File: src/rtl/rom_uart_pkg.sv
// Shared FSM encodings, framing constants and width helper for the ROM UART dump path.
package rom_uart_pkg;

    localparam int unsigned UART_DATA_BITS = 8;
    localparam int unsigned BYTES_PER_WORD = 4;

    typedef enum logic [2:0] {
        IDLE,
        FETCH,
        LOAD,
        SEND,
        DONE
    } dump_state_t;

    typedef enum logic {
        TX_IDLE,
        TX_FRAME
    } tx_state_t;

    // Ceiling log2 for value >= 1; clog2(1) = 0.
    function automatic int unsigned clog2(input int unsigned value);
        int unsigned v;
        int unsigned result;
        v      = value - 1;
        result = 0;
        while (v != 0) begin
            result = result + 1;
            v      = v >> 1;
        end
        return result;
    endfunction

endpackage

File: src/rtl/uart_tx_byte.sv
// 8N1 byte serializer: start bit, LSB-first data, stop bit, then a one-cycle byte_done.
module uart_tx_byte
    import rom_uart_pkg::*;
#(
    parameter int unsigned CLKS_PER_BIT = 434
) (
    input  logic                      clk,
    input  logic                      rst,
    input  logic                      send,
    input  logic [UART_DATA_BITS-1:0] data,
    output logic                      tx,
    output logic                      byte_done
);

    localparam int unsigned FRAME_BITS = UART_DATA_BITS + 2;
    localparam int unsigned BAUD_W     = clog2(CLKS_PER_BIT);
    localparam int unsigned BIT_W      = clog2(FRAME_BITS);

    tx_state_t                 state_q, state_d;
    logic [BAUD_W-1:0]         baud_q, baud_d;
    logic [BIT_W-1:0]          bit_q, bit_d;
    logic [UART_DATA_BITS:0]   shift_q, shift_d;
    logic                      tx_d;
    logic                      byte_done_d;

    always_ff @(posedge clk) begin
        if (rst) begin
            state_q   <= TX_IDLE;
            baud_q    <= '0;
            bit_q     <= '0;
            shift_q   <= '1;
            tx        <= 1'b1;
            byte_done <= 1'b0;
        end else begin
            state_q   <= state_d;
            baud_q    <= baud_d;
            bit_q     <= bit_d;
            shift_q   <= shift_d;
            tx        <= tx_d;
            byte_done <= byte_done_d;
        end
    end

    // The byte_done cycle is already idle, so a back-to-back send leaves exactly one idle-high cycle.
    always_comb begin
        state_d     = state_q;
        baud_d      = baud_q;
        bit_d       = bit_q;
        shift_d     = shift_q;
        tx_d        = tx;
        byte_done_d = 1'b0;
        case (state_q)
            TX_IDLE: begin
                tx_d = 1'b1;
                if (send) begin
                    shift_d = {1'b1, data};
                    tx_d    = 1'b0;
                    baud_d  = '0;
                    bit_d   = '0;
                    state_d = TX_FRAME;
                end
            end
            TX_FRAME: begin
                if (baud_q == BAUD_W'(CLKS_PER_BIT - 1)) begin
                    baud_d = '0;
                    if (bit_q == BIT_W'(FRAME_BITS - 1)) begin
                        tx_d        = 1'b1;
                        byte_done_d = 1'b1;
                        state_d     = TX_IDLE;
                    end else begin
                        tx_d    = shift_q[0];
                        shift_d = {1'b1, shift_q[UART_DATA_BITS:1]};
                        bit_d   = bit_q + BIT_W'(1);
                    end
                end else begin
                    baud_d = baud_q + BAUD_W'(1);
                end
            end
            default: state_d = TX_IDLE;
        endcase
    end

endmodule

File: src/rtl/rom_uart_dumper.sv
// Reads WORDS words from address 0 upward and sends each out LSB byte first over an 8N1 UART.
module rom_uart_dumper
    import rom_uart_pkg::*;
#(
    parameter int unsigned CLKS_PER_BIT = 434,
    parameter int unsigned WORDS        = 64
) (
    input  logic        clk,
    input  logic        rst,
    input  logic        start,
    output logic [31:0] rd_addr,
    input  logic [31:0] rd_data,
    output logic        tx,
    output logic        busy,
    output logic        done
);

    localparam int unsigned CNT_W = clog2(WORDS) + 1;
    localparam int unsigned IDX_W = clog2(BYTES_PER_WORD);

    dump_state_t               state_q, state_d;
    logic [CNT_W-1:0]          cnt_q, cnt_d;
    logic [CNT_W-1:0]          cnt_inc_c;
    logic [IDX_W-1:0]          idx_q, idx_d;
    logic [31:0]               word_q, word_d;
    logic [31:0]               rd_addr_d;
    logic                      busy_d;
    logic                      done_d;
    logic                      send_c;
    logic [UART_DATA_BITS-1:0] send_data_c;
    logic                      byte_done;

    assign cnt_inc_c = cnt_q + CNT_W'(1);

    uart_tx_byte #(
        .CLKS_PER_BIT(CLKS_PER_BIT)
    ) u_tx (
        .clk      (clk),
        .rst      (rst),
        .send     (send_c),
        .data     (send_data_c),
        .tx       (tx),
        .byte_done(byte_done)
    );

    always_ff @(posedge clk) begin
        if (rst) begin
            state_q <= IDLE;
            cnt_q   <= '0;
            idx_q   <= '0;
            word_q  <= '0;
            rd_addr <= '0;
            busy    <= 1'b0;
            done    <= 1'b0;
        end else begin
            state_q <= state_d;
            cnt_q   <= cnt_d;
            idx_q   <= idx_d;
            word_q  <= word_d;
            rd_addr <= rd_addr_d;
            busy    <= busy_d;
            done    <= done_d;
        end
    end

    // The first byte of a word is launched straight from rd_data in LOAD, saving a cycle per word.
    always_comb begin
        state_d     = state_q;
        cnt_d       = cnt_q;
        idx_d       = idx_q;
        word_d      = word_q;
        rd_addr_d   = rd_addr;
        busy_d      = busy;
        done_d      = 1'b0;
        send_c      = 1'b0;
        send_data_c = UART_DATA_BITS'(word_q);
        case (state_q)
            IDLE: begin
                if (start) begin
                    cnt_d     = '0;
                    rd_addr_d = '0;
                    busy_d    = 1'b1;
                    state_d   = FETCH;
                end
            end
            FETCH: state_d = LOAD;
            LOAD: begin
                word_d      = rd_data;
                idx_d       = '0;
                send_c      = 1'b1;
                send_data_c = rd_data[UART_DATA_BITS-1:0];
                state_d     = SEND;
            end
            SEND: begin
                if (byte_done) begin
                    if (idx_q != IDX_W'(BYTES_PER_WORD - 1)) begin
                        idx_d       = idx_q + IDX_W'(1);
                        send_c      = 1'b1;
                        send_data_c = UART_DATA_BITS'(word_q >> (UART_DATA_BITS * idx_d));
                    end else if (cnt_q != CNT_W'(WORDS - 1)) begin
                        cnt_d     = cnt_inc_c;
                        rd_addr_d = 32'({cnt_inc_c, 2'b00});
                        state_d   = FETCH;
                    end else begin
                        busy_d  = 1'b0;
                        done_d  = 1'b1;
                        state_d = DONE;
                    end
                end
            end
            DONE: begin
                rd_addr_d = '0;
                state_d   = IDLE;
            end
            default: state_d = IDLE;
        endcase
    end

endmodule

File: config.mk
export PLATFORM = sky130hd
export DESIGN_NAME = rom_uart_dumper
export DESIGN_NICKNAME = d
export VERILOG_FILES = /design/src/rtl/rom_uart_pkg.sv /design/src/rtl/uart_tx_byte.sv /design/src/rtl/rom_uart_dumper.sv
export SDC_FILE = /design/constraint.sdc
export NUM_CORES = 1
export LEC_CHECK = 0
export ABC_AREA = 1
export BUFFER_PORTS_ARGS = -buffer_cell sky130_fd_sc_hd__buf_2
export CORE_AREA = 5 5 93 95
export DETAILED_ROUTE_END_ITERATION = 10
export DIE_AREA = 0 0 98 100
export GPL_ROUTABILITY_DRIVEN = 0
export PLACE_DENSITY = 0.77
export SLEW_MARGIN = 15
export SYNTH_ARGS = -nofsm -noshare
export SYNTH_HDL_FRONTEND = slang
export SYNTH_HIERARCHICAL = 1
export SYNTH_SLANG_ARGS = --single-unit
File: constraint.sdc
create_clock -name clk -period 5 [get_ports clk]
set_clock_uncertainty 0.05 [all_clocks]
set_input_delay 0.5 -clock clk [delete_from_list [all_inputs] [get_ports clk]]
set_output_delay 0.5 -clock clk [all_outputs]
set_load 0.005 [all_outputs]
==> metrics.md <==
| Metric | Value |
|---|---|
| Status | `complete, no violations` |
| RSZ-0062 raised after global routing | `no` |
| Layout area overhead | `8.43%` |
| Ports | `70` |
| Seq pwr share | `around 45%` |
| Post-Syn Area | `~4000 sq um` |
| Via/cell ratio | `just over 5` |
| Synth Area in Compound Gates | `15.8%` |
| Root Buffer | `clkbuf_8` |
| Sequential-to-total area share from yosys stat | `38.5%` |
| Slew margin rel. | `between 20% and 30%` |
| IO Port Bufs | `44` |
| Final setup violating endpoints | `0` |
| Die height | `about 100 um` |
| Switch share | `between 30% and 40%` |
| Initial Util | `a little over half` |
| LEAKAGE | `about 1.9 nW` |
| Switching power total | `around 0.50 mW` |
| Die Area | `roughly 10000 sq um` |
| Clock sinks | `77` |
| Synth warn | `6` |
| Share of layout cells above drive strength 1 | `13.9%` |
| Ant diodes | `0` |
| GRT overflow | `0` |
| Clk Latency, worst-skew pair | `approximately 0.35 ns` |
| Xor/xnor share of the synthesized area | `less than 1%` |
| PwrDens | `between 300 and 400 nW/um^2` |
| Worst VDD drop | `slightly above 200 uV` |
| Internal power | `1.14 mW` |
| Critical path type | `flip-flop to flip-flop` |
| Post-Synth Simple-Gate Area | `between 30 and 40%` |
| Post-Synth Adder-Cell Area | `between 1.5 and 2%` |
| Hpwl dp | `about 6000 um` |
| DRC Markers | `0` |
| Primary FF master, synth | `dfxtp_1` |
| CTS Buf Count | `9` |
| CP cell instances | `inv_2 > nand2_2 > nor2_2 > a21oi_1 > inv_1 > nor2_8 > nor2_4 > nand2_2 > nand2_1 > nand3_1` |
| First-pass GRT wire length | `14700 um` |
| First DRT Iteration DRCs | `~180` |
| #FFs+latches synth | `77` |
| FFs w/ async S/R, synth | `0%` |
| Setup TNS Final | `0 ns` |
| Clk pin slew, worst setup/hold paths | `approximately 0.09 ns` |
| Hold WS | `0.311 ns` |
| DRT Wirelength | `approximately 8400 um` |
| Worst setup SP type | `flip-flop` |
| # H-tree levels | `3` |
| Postcts setup bufs | `0` |
| Largest net degree at the start of global routing | `42` |
| Slew @ Worst Pin | `1.07 ns` |
| First-pass DRT Iterations | `5` |
| Fillers | `729` |
| Nets | `around 650` |
| Multiplexer area fraction after synthesis | `0%` |
| EDFF count, synth | `0` |
| Cell variety after synth | `34` |
| Period utilisation layout | `a little under three fifths` |
| Gate Count Post-Synth | `573` |
| Crit end category | `flip-flop` |
| Logic pwr share | `between 20% and 30%` |
| Routed len/inst | `11.9 um` |
| Slew Limit Fails | `0` |
| DR vias | `between 3000 and 4000` |
| Post-route ant nets | `0` |
| GRT Resource Usage Total | `17.8%` |
| Crit-path slowest cell | `nor2_2` |
| Worst path most repeated cell | `nand2_2` |
| CTS tree | `yes` |
| Cts hold-fix bufs | `0` |
| Hold Vio Cnt, Final | `0` |
| Worst Path Required | `between 5 and 6 ns` |
| Critical Path Max Stage Delay | `0.84 ns` |
| Rows | `32` |
| Vias in the first global route | `around 3400` |
| Max Root-Sink Buffers | `2` |
| Maxcap violations | `0` |
| Post-CTS sizing | `0` |
| Period minus WS final | `approximately 2.8 ns` |
| Combinational family with the most area after synthesis | `simple AND/OR/NAND/NOR gates` |
| Min-Delay Path Class | `primary input to flip-flop` |
| Fmax | `~350 MHz` |
| Syn_area_per_cell | `about 7 sq um` |
| Initial antenna violation count | `0` |
| Core area | `roughly 7600 sq um` |
| Critical path arrival | `2.99 ns` |
| Horiz. Die Dim | `approximately 100 um` |
| Crit-path max FO | `32` |
| Clk pwr share | `between 30% and 40%` |
-- sequential cells by signal (all words and copies together), names as in the netlist --
| register | count |
|---|---|
| busy | 1 |
| cnt_q | 7 |
| done | 1 |
| idx_q | 2 |
| rd_addr | 7 |
| state_q | 3 |
| u_tx/baud_q | 9 |
| u_tx/bit_q | 4 |
| u_tx/byte_done | 1 |
| u_tx/shift_q | 8 |
| u_tx/state_q | 1 |
| u_tx/tx | 1 |
| word_q | 32 |
-- power by group through the flow --
stage / combinational [mW] / sequential [mW] / clock, mW
2_1_floorplan: 0.296 / 0.744 / 0
3_5_place_dp: 0.336 / 0.759 / 0
4_1_cts: 0.337 / 0.746 / 0.571
3_3_place_gp: 0.324 / 0.756 / 0
6_report: 0.335 / 0.746 / 0.564
5_1_grt: 0.394 / 0.757 / 0.600
-- final cells by class --
type                            count  area [sq um]  share of cell area (%)
Inverter                           50           188                    4.32
Multi-Input combinational cell    423          2030                    46.7
Tap cell                          102           128                    2.94
Timing Repair Buffer               44           220                    5.07
Clock buffer                       10           128                    2.94
Sequential cell                    77          1540                    35.5
Clock inverter                      6           111                    2.56
-- per-stage QoR --
step	area, sq um	power [mW]	instances	util [%]	setup slack (ns)
6_report	4350	1.65	712	56.8	2.17
4_1_cts	4350	1.65	712	56.8	2.20
3_3_place_gp	4110	1.08	696	53.7	2.32
2_1_floorplan	4100	1.04	597	-	3.11
5_1_grt	4350	1.75	712	56.8	1.84
3_5_place_dp	4110	1.09	696	53.7	2.21
-- path summary, 6_finish.rpt --
check	start	endpoint	slack, ns	cells after the start
setup / recovery	state_q[2]	u_tx/shift_q[5]	2.17	10
hold / removal	rd_data[9]	word_q[9]	0.31	3
setup reg to reg	state_q[2]	u_tx/shift_q[5]	2.17	10
hold reg to reg	word_q[30]	word_q[30]	0.41	2
-- worst max-delay path, delay by kind of cell, from the launching register on --
kind            cells  cell delay (ns)
buf+inv             2             0.34
simple gates        7             1.78
flops               1             0.41
compound gates      1             0.13
-- cells in the mapped netlist, types with 2 or more instances --
cell type,instances,share of area (%)
a21oi_1,36,4.5
a21oi_2,2,0.44
a22oi_1,13,2.4
buf_2,7,0.87
buf_4,28,5.2
buf_6,3,0.84
clkbuf_1,7,0.66
clkinv_1,3,0.28
dfxtp_1,77,38
ha_1,6,1.9
inv_1,42,3.9
inv_2,5,0.47
nand2_1,127,12
nand2_2,7,1.1
nand2_4,2,0.56
nand3_1,37,4.6
nand4_1,4,0.62
nor2_1,94,8.8
nor2_2,3,0.47
nor2_8,2,1.0
o211ai_1,14,2.6
o21ai_0,41,5.1
xnor2_1,2,0.44
-- placed cells by master (no fill, tap or decap), drive strengths merged --
cell type,n
inv,47
xnor2,2
a211oi,1
nand2,136
a22oi,13
or2,2
conb,25
buf,44
o21a,1
nand3,38
clkbuf,10
ha,6
clkinv,5
dfxtp,77
clkinvlp,1
a21oi,38
o211ai,14
nor2,100
o31ai,1
bufinv,3
nand4,5
o21ai,41
-- kinds of logic after synthesis --
kind of cell               count (synthesis)
xor gates and xnor gates                   2
AOI/OAI and AO/OA                        109
other                                      1
and+or+nand+nor                          281
DFF                                       77
adders and majority gates                  6
buffers and inverters                     97
-- per-layer routing --
metal / track usage, % / up-vias / share of wire (%)
met5: 0 / - / 0
met4: 6.07 / 0 / 1.1
met3: 3.54 / 6 / 5.3
met2: 31.2 / 97 / 48
met1: 21.9 / 1614 / 46
li1: - / 1873 / -
No activity file was read; power rests on OpenSTA's default activity.
